**src/rtl/stall_pkg.sv**
```systemverilog
// Shared definitions for the pipeline stall/flush controller.
package stall_pkg;

  // Default register-specifier width for the five-stage core.
  localparam int REG_W_DEF = 3;

  // Controller states: normal flow, waiting on data memory, stuck after a timeout.
  typedef enum logic [1:0] {
    RUN      = 2'd0,
    MEM_WAIT = 2'd1,
    ERR      = 2'd2
  } state_e;

endpackage

```
**src/rtl/lu_hazard_detect.sv**
```systemverilog
// Combinational load-use hazard detector: the instruction in ID reads a
// register that the load currently in EX has not produced yet.
module lu_hazard_detect
  import stall_pkg::*;
#(
  parameter int REG_W = REG_W_DEF
) (
  input  logic [REG_W-1:0] id_rs_i,
  input  logic [REG_W-1:0] id_rt_i,
  input  logic             id_rs_use_i,
  input  logic             id_rt_use_i,
  input  logic             ex_memread_i,
  input  logic [REG_W-1:0] ex_rd_i,
  output logic             hazard_o
);

  // Register 0 is compared like any other register; the core does not special-case it here.
  assign hazard_o = ex_memread_i &&
                    ((id_rs_use_i && (id_rs_i == ex_rd_i)) ||
                     (id_rt_use_i && (id_rt_i == ex_rd_i)));

endmodule

```
**src/rtl/stall_ctrl.sv**
```systemverilog
// Pipeline stall and flush controller. Priority of causes:
// memory stall (including the error state) > taken branch > load-use.
module stall_ctrl
  import stall_pkg::*;
#(
  parameter int REG_W       = REG_W_DEF,
  parameter int MEM_TIMEOUT = 16,
  parameter int CNT_W       = 16
) (
  input  logic             clk,
  input  logic             rst,
  input  logic [REG_W-1:0] id_rs,
  input  logic [REG_W-1:0] id_rt,
  input  logic             id_rs_use,
  input  logic             id_rt_use,
  input  logic             ex_memread,
  input  logic [REG_W-1:0] ex_rd,
  input  logic             ex_branch_taken,
  input  logic             mem_req,
  input  logic             mem_done,
  output logic             stall_pc,
  output logic             stall_ifid,
  output logic             stall_idex,
  output logic             stall_exmem,
  output logic             stall_memwb,
  output logic             bubble_idex,
  output logic             flush_ifid,
  output logic             mem_timeout_err,
  output logic [CNT_W-1:0] stall_count
);

  localparam int WAIT_W = $clog2(MEM_TIMEOUT + 1);

  state_e            state_q, state_d;
  logic [WAIT_W-1:0] wait_q,  wait_d;
  logic [CNT_W-1:0]  cnt_q,   cnt_d;
  logic              mem_stall;
  logic              lu_hazard;

  lu_hazard_detect #(
    .REG_W (REG_W)
  ) u_lu_hazard_detect (
    .id_rs_i      (id_rs),
    .id_rt_i      (id_rt),
    .id_rs_use_i  (id_rs_use),
    .id_rt_use_i  (id_rt_use),
    .ex_memread_i (ex_memread),
    .ex_rd_i      (ex_rd),
    .hazard_o     (lu_hazard)
  );

  // Memory-wait FSM: next state, wait counter and whether memory holds the pipe.
  always_comb begin
    // NOTE: every variable gets a default before the case so no path can infer a latch.
    state_d   = state_q;
    wait_d    = wait_q;
    mem_stall = 1'b0;
    unique case (state_q)
      RUN: begin
        // A request answered in the same cycle costs nothing.
        if (mem_req && !mem_done) begin
          mem_stall = 1'b1;
          state_d   = MEM_WAIT;
          wait_d    = WAIT_W'(1);
        end
      end
      MEM_WAIT: begin
        // mem_req is ignored here; only completion or the timeout moves us on.
        if (mem_done) begin
          state_d = RUN;
          wait_d  = '0;
        end else begin
          mem_stall = 1'b1;
          if (wait_q == WAIT_W'(MEM_TIMEOUT)) begin
            state_d = ERR;
          end else begin
            wait_d = wait_q + WAIT_W'(1);
          end
        end
      end
      ERR: begin
        // Only reset leaves the error state.
        mem_stall = 1'b1;
      end
      default: begin
        state_d = RUN;
        wait_d  = '0;
      end
    endcase
  end

  // Hold/bubble/flush outputs by priority; all forced low while reset is asserted.
  always_comb begin
    stall_pc    = 1'b0;
    stall_ifid  = 1'b0;
    stall_idex  = 1'b0;
    stall_exmem = 1'b0;
    stall_memwb = 1'b0;
    bubble_idex = 1'b0;
    flush_ifid  = 1'b0;
    if (rst) begin
      if (mem_stall) begin
        stall_pc    = 1'b1;
        stall_ifid  = 1'b1;
        stall_idex  = 1'b1;
        stall_exmem = 1'b1;
        stall_memwb = 1'b1;
      end else if (ex_branch_taken) begin
        flush_ifid  = 1'b1;
        bubble_idex = 1'b1;
      end else if (lu_hazard) begin
        stall_pc    = 1'b1;
        stall_ifid  = 1'b1;
        bubble_idex = 1'b1;
      end
    end
  end

  // Saturating count of cycles in which the PC is held.
  always_comb begin
    cnt_d = cnt_q;
    if (stall_pc && (cnt_q != '1)) begin
      cnt_d = cnt_q + CNT_W'(1);
    end
  end

  // State, wait counter and perf counter registers.
  always_ff @(posedge clk or negedge rst) begin
    if (!rst) begin
      state_q <= RUN;
      wait_q  <= '0;
      cnt_q   <= '0;
    end else begin
      // NOTE: non-blocking assignments so every register samples pre-edge values.
      state_q <= state_d;
      wait_q  <= wait_d;
      cnt_q   <= cnt_d;
    end
  end

  assign mem_timeout_err = (state_q == ERR);
  assign stall_count     = cnt_q;

endmodule

```
**config.mk**
```make
export PLATFORM = sky130hd
export DESIGN_NAME = stall_ctrl
export DESIGN_NICKNAME = d
export VERILOG_FILES = /design/src/rtl/stall_pkg.sv /design/src/rtl/lu_hazard_detect.sv /design/src/rtl/stall_ctrl.sv
export SDC_FILE = /design/constraint.sdc
export NUM_CORES = 1
export LEC_CHECK = 0
export ABC_AREA = 0
export ABC_CLOCK_PERIOD_IN_PS = 2100
export BUFFER_PORTS_ARGS = -buffer_cell sky130_fd_sc_hd__buf_2
export CAP_MARGIN = 25
export CORE_MARGIN = 4
export CORE_UTILIZATION = 45
export CTS_CLUSTER_SIZE = 14
export DETAILED_ROUTE_END_ITERATION = 8
export MAX_ROUTING_LAYER = met4
export PLACE_DENSITY = 0.77
export SLEW_MARGIN = 40
export SYNTH_ARGS = -nofsm -noshare
export SYNTH_HDL_FRONTEND = slang
export SYNTH_SLANG_ARGS = --single-unit
```
**constraint.sdc**
```tcl
create_clock -name clk -period 2.1 [get_ports clk]
set_input_delay 0.315 -clock clk [delete_from_list [all_inputs] [get_ports clk]]
set_output_delay 0.315 -clock clk [all_outputs]
set_load 0.02 [all_outputs]
```
==> flow_summary.yaml, run 1 <==
status:
  run_status: "completed"
logic_synthesis:
  postSynthNetCount: 153
  yosys.area.top_type: "sky130_fd_sc_hd__dfrtp_1"
  ys_top_cells_by_area: "sky130_fd_sc_hd__dfrtp_1, sky130_fd_sc_hd__xnor2_1, sky130_fd_sc_hd__o211ai_2"
  synth.top_cells.by_count: "sky130_fd_sc_hd__dfrtp_1, sky130_fd_sc_hd__xnor2_1, sky130_fd_sc_hd__nand2_1"
  synthDistinctLibCells: 34
  synth_enable_flop_cells: 0
  synth_most_common_cell: "sky130_fd_sc_hd__dfrtp_1"
  synthCells: 133
  ys_seq_area_frac: 0.4096
  synth_seq_cells: 23
  synth_async_sr_flop_share: 1.000
  post_synth.cell_area_avg_um2: 10.56
  post-synth-top-area-fraction: 0.4096
  yosysWarnings: 0
  mappedNetlistArea_um2: 1405
  dominantRegCellSynth: "sky130_fd_sc_hd__dfrtp_1"
critical_path:
  critical_path_endpoint_category: "primary output"
  highest_delay_cell_along_the_critical_path: "sky130_fd_sc_hd__dfrtp_1"
  cp.arrival_ns: 1.64
  crit_fanout: 4
  setup.worst_path.class: "reg2out"
  critical_path_required_ns: 1.78
  critical-path-top-delay-family: "simple AND/OR/NAND/NOR gates"
  path_buf_inv: 1
  max_stage_delay_ns: 0.41
  worstPathCellList: "or2_2 -> a21oi_2 -> nand2_1 -> a21oi_1 -> buf_2"
  worst_setup_path_start_kind: "flop"
cts:
  post_cts_repair_setup_buffers: 0
  cts_inserted_buffers: 3
  tritoncts: "done"
  clk_sinks: 23
  worst_skew_pair.late_latency_ns: 0.30
  number_of_resized_instances_in_the_post_cts_repair_step: 0
  post_cts_hold_buffer_count: 0
  clock_path_buffers: 2
  cts_root_buf: "sky130_fd_sc_hd__clkbuf_4"
  htree_num_levels: 1
  clk_pin_slew_worst_paths_ns: 0.12
route:
  via_count: 1141
  route.detailed.wl_per_inst_um: 13.15
  drcViolationCount: 0
  final_antenna_net_count: 0
  detail_route.iter0.violations: 27
  final_routed_wirelength_across_all_metal_layers_um: 2866
  drtPass1Iterations: 4
  route.detailed.vias_per_inst: 5.234
timing:
  timing.final.max_slew_violations: 0
  max_freq_ghz: 0.5117
  timing.final.crit_period_ns: 1.954
  tightest_slew_ns: 0.6469
  period_share: 0.9306
  slew_headroom: 0.5654
  fin_skew_ns: 0.004269
  grt_setup_unrepaired: "no"
  final.setup.tns_ns: 0
  worst_hold_slack_ns: 0.02297
  finalSetupViolations: 0
  report.final.hold_viol_count: 0
layout:
  final_layout_size_suffix_gt1_frac: 0.3621
  syn_to_layout_area_delta_pct: 18.52
  nNetsFinal: 195
  finalInstanceArea_um2: 1665
  multi_input_area_um2: 748.2
  finish.cell_count_without_fillers: 218
  fillers: 253
  antenna_cells_inserted: 0
  finish.utilization: 0.5500
  register_area_um2: 575.6
pwr:
  p_leak_uw: 0.0008289
  power.share.sequential: 0.513
  power_frac_clock: 0.175
  ir_drop_v: 0.0003685
  netSwitchingPower_uw: 405.8
  intPower_uw: 706.3
  power_density_nw_per_um2: 667.8
  switching_share: 0.3649
  combinationalPowerShare: 0.311
worst_hold_path:
  hold_class: "in2async"
place:
  detailed_place.area_um2: 1639
  port-buffer-count: 40
  routabilityCongestion: 0.8178
  placed_cells: 214
  dp_hpwl_um: 2281
die:
  die_w_um: 63.88
  floorplan.die.height_um: 63.88
  initial_utilization: 0.4640
  placeableCoreArea_um2: 3028
  die_area_um2: 4081
  core.rowCount: 20
  design.portCount: 41
global_routing:
  grt.overflow.total: 0
  antenna_found_initial: 0
  grt_max_degree: 24
  vias_in_the_first_global_route: 1158
  globalRouteTotalUtil: 0.1567
  grt_pass1_wl_um: 5050
run:
  timing.max_cap.violations: 0
[cell usage in the layout, fill, tap and decap left out, types with 2 or more instances in the layout]
cell	synthesis	final
sky130_fd_sc_hd__nand3_1	3	3
sky130_fd_sc_hd__o211ai_2	8	8
sky130_fd_sc_hd__ha_1	3	3
sky130_fd_sc_hd__o21ai_1	2	2
sky130_fd_sc_hd__dfrtp_1	23	23
sky130_fd_sc_hd__buf_2	2	40
sky130_fd_sc_hd__o2111ai_1	4	4
sky130_fd_sc_hd__and2_1	3	3
sky130_fd_sc_hd__nor3_1	3	3
sky130_fd_sc_hd__clkbuf_4	0	3
sky130_fd_sc_hd__mux2i_1	2	2
sky130_fd_sc_hd__a21oi_1	3	3
sky130_fd_sc_hd__nand4_1	4	4
sky130_fd_sc_hd__buf_4	3	5
sky130_fd_sc_hd__and3_1	3	3
sky130_fd_sc_hd__o22ai_1	5	5
sky130_fd_sc_hd__inv_1	6	6
sky130_fd_sc_hd__xor2_1	2	2
sky130_fd_sc_hd__nand2_1	12	12
sky130_fd_sc_hd__nor2_1	6	6
sky130_fd_sc_hd__xnor2_1	21	21
[power groups by stage]
| stage | Sequential, uW | Combinational (uW) | Clock [uW] |
|---|---|---|---|
| global route | 586 | 378 | 226 |
| finish | 571 | 346 | 195 |
| detailed placement | 578 | 350 | 0 |
| global placement | 574 | 337 | 0 |
| CTS | 570 | 352 | 206 |
| floorplan | 627 | 182 | 0 |
[flip-flops by register name, summed over array words and instances (netlist names)]
register / flops
stall_count: 16
state_q: 2
wait_q: 5
[final cells by class]
class | instances | area share
Clock buffer | 4 | 0.01578
Inverter | 6 | 0.01352
Multi-Input combinational cell | 96 | 0.4493
Sequential cell | 23 | 0.3456
Tap cell | 44 | 0.03306
Timing Repair Buffer | 45 | 0.1427
[worst paths after layout]
kind	start	endpoint	slack, ns	cells after the start
worst min register to register	state_q[1]	wait_q[0]	0.52	1
worst min-delay path	rst	stall_count[14]	0.02	2
worst max register to register	stall_count[0]	stall_count[8]	0.22	7
min in group clk	mem_done	wait_q[0]	0.22	2
max in group asynchronous	rst	wait_q[4]	1.85	2
worst max-delay path	state_q[0]	bubble_idex	0.15	5
[layer usage]
layer | vias up | GRT usage | part of all wire
met1 | 544 | 0.1887 | 0.43
met5 | - | - | 0
met2 | 36 | 0.2555 | 0.49
met3 | 6 | 0.03163 | 0.060
li1 | 555 | - | -
met4 | 0 | 0.06469 | 0.016
[per-stage QoR]
stage               worst slack [ns]  power [uW]
floorplan                     0.2496       808.5
global placement              0.2447       911.0
detailed placement            0.1667       928.6
CTS                           0.1361        1128
global route                 0.03411        1190
finish                        0.1457        1112
[cells by family after synthesis]
family,after synthesis,synth area share
mux,3,0.02226
flops,23,0.4096
buf+inv,14,0.05787
simple gates,40,0.1603
fa+ha+maj,3,0.02672
compound gates,27,0.1799
xor+xnor,23,0.1434
No activity file was read; power rests on OpenSTA's default activity.
==> inputs of run 2 (changes only) <==
- RECOVER_POWER: not set -> 50
==> run 2 against run 1 <==
Net effect: sequential power barely moved; setup slack barely moved; cell count did not move; total power fell by 0.96%; combinational power fell by 3%; global-route usage did not move; maximum frequency barely moved; largest power group unchanged.
==> flow_summary.yaml, run 2 (synthesis results as in run 1) <==
cts:
  worst_skew_pair.late_latency_ns: 0.30
  clk_sinks: 23
  post_cts_hold_buffer_count: 0
  clk_pin_slew_worst_paths_ns: 0.11
  tritoncts: "done"
  post_cts_repair_setup_buffers: 0
  clock_path_buffers: 2
  htree_num_levels: 1
  number_of_resized_instances_in_the_post_cts_repair_step: 0
  cts_inserted_buffers: 3
  cts_root_buf: "sky130_fd_sc_hd__clkbuf_4"
route:
  via_count: 1146
  detail_route.iter0.violations: 30
  drcViolationCount: 0
  routedLengthMet1_um: 1230
  drtPass1Iterations: 4
  route.detailed.wl_per_inst_um: 13.11
  highest-signal-layer: "met4"
  detailroute.wirelength.met3_um: 181
  met2WireLength_um: 1401
  final_routed_wirelength_across_all_metal_layers_um: 2858
  final_antenna_net_count: 0
  route.detailed.vias_per_inst: 5.257
layout:
  antenna_cells_inserted: 0
  fillers: 259
  syn_to_layout_area_delta_pct: 17.01
  layout.cells.most_common: "sky130_fd_sc_hd__buf_2"
  most_frequent_cells_in_the_layout: "sky130_fd_sc_hd__buf_2, sky130_fd_sc_hd__dfrtp_1, sky130_fd_sc_hd__xnor2_1"
  final_layout_size_suffix_gt1_frac: 0.2874
  largest_register_ffs: 16
  finish.cell_count_without_fillers: 218
  nNetsFinal: 195
  finalInstanceArea_um2: 1644
pwr:
  p_leak_uw: 0.0007794
  power_frac_clock: 0.176
  power.share.sequential: 0.519
  combinationalPowerShare: 0.305
  netSwitchingPower_uw: 405.6
  intPower_uw: 695.8
  switching_share: 0.3683
  power_density_nw_per_um2: 669.9
  ir_drop_v: 0.0003678
worst_hold_path:
  hold_class: "in2reg"
  min_from: "mem_done"
  holdPathStages: 2
  min_to: "wait_q[0]"
global_routing:
  grt_pass1_wl_um: 5050
  globalRouteTotalUtil: 0.1567
  grt.overflow.total: 0
  vias_in_the_first_global_route: 1158
  antenna_found_initial: 0
  grt_max_degree: 24
timing:
  fin_skew_ns: 0.003646
  post-route-worst-setup-slack_ns: 0.1462
  timing.final.crit_period_ns: 1.954
  report.final.hold_viol_count: 0
  finalSetupViolations: 0
  worst_hold_slack_ns: 0.2210
  period_share: 0.9304
  grt_setup_unrepaired: "no"
  max_freq_ghz: 0.5118
  final.setup.tns_ns: 0
  timing.final.max_slew_violations: 0
  slew_headroom: 0.2005
  tightest_slew_ns: 1.199
run:
  timing.max_cap.violations: 0
place:
  port-buffer-count: 40
  detailed_place.area_um2: 1639
  placed_cells: 214
  dp_hpwl_um: 2281
  pre_cts_slack_ns: 0.1667
  routabilityCongestion: 0.8178
critical_path:
  critical_path_endpoint_category: "primary output"
  worst_setup_path_start_kind: "flop"
  setup.worst_path.class: "reg2out"
  highest_delay_cell_along_the_critical_path: "sky130_fd_sc_hd__dfrtp_1"
  cp.arrival_ns: 1.64
  worst-r2r-cell-count: 7
  critical_path_required_ns: 1.78
  r2r_end: "stall_count[8]"
  max_stage_delay_ns: 0.41
  critical_r2r_launch: "stall_count[0]"
  worstPathCellList: "or2_2 -> a21oi_2 -> nand2_1 -> a21oi_1 -> buf_2"
  regToRegSetupSlack_ns: 0.22
  crit_fanout: 4
die:
  die_area_um2: 4081
  die_w_um: 63.88
  design.portCount: 41
  core.rowCount: 20
  placeableCoreArea_um2: 3028
  floorplan.die.height_um: 63.88
  initial_utilization: 0.4640
status:
  run_status: "completed"
[run 2: cell count changes in the layout (fill, tap and decap cells not counted)]
| cell | change |
|---|---|
| sky130_fd_sc_hd__clkbuf_1 | +13 |
| sky130_fd_sc_hd__buf_2 | -11 |
| sky130_fd_sc_hd__buf_4 | -2 |
[run 2: how the worst max path moves through the flow]
| stage | cells past startpoint | slack (ns) | to | from |
|---|---|---|---|---|
| final | 5 | 0.15 | bubble_idex | state_q[0] |
| after global routing | 5 | 0.03 | bubble_idex | state_q[0] |
| after CTS | 5 | 0.14 | bubble_idex | state_q[0] |
| after detailed placement | 7 | 0.17 | stall_count[8] | ex_rd[2] |
| after global placement | 7 | 0.24 | stall_count[12] | ex_rd[0] |
| after floorplan | 4 | 0.25 | stall_pc | state_q[1] |
[run 2: worst max-delay path, delay by kind of cell, from the launching register on]
family          cells  cell delay (ns)
flops               1             0.41
simple gates        2             0.41
buf+inv             1             0.18
compound gates      2             0.34
[run 2: metrics by stage]
| stage | power (uW) | util |
|---|---|---|
| global route | 1181 | 0.5430 |
| floorplan | 808.5 | - |
| finish | 1101 | 0.5430 |
| global placement | 911.0 | 0.5413 |
| detailed placement | 928.6 | 0.5413 |
| CTS | 1128 | 0.5500 |
[run 2: power by group through the flow]
stage | combinational, uW | clock (uW) | sequential [uW]
finish | 336 | 194 | 571
global route | 368 | 226 | 587
CTS | 352 | 206 | 570
detailed placement | 350 | 0 | 578
global placement | 337 | 0 | 574
floorplan | 182 | 0 | 627
[run 2: layout make-up]
class | instances | area [um2] | area share
Tap cell | 44 | 55.05 | 0.03349
Sequential cell | 23 | 575.6 | 0.3501
Timing Repair Buffer | 45 | 216.5 | 0.1317
Clock buffer | 4 | 26.28 | 0.01598
Multi-Input combinational cell | 96 | 748.2 | 0.4551
Inverter | 6 | 22.52 | 0.01370
[run 2: metal layers]
layer | vias up | track usage
li1 | 554 | -
met1 | 546 | 0.1887
met2 | 40 | 0.2555
met3 | 6 | 0.03163
met4 | 0 | 0.06469
met5 | - | -
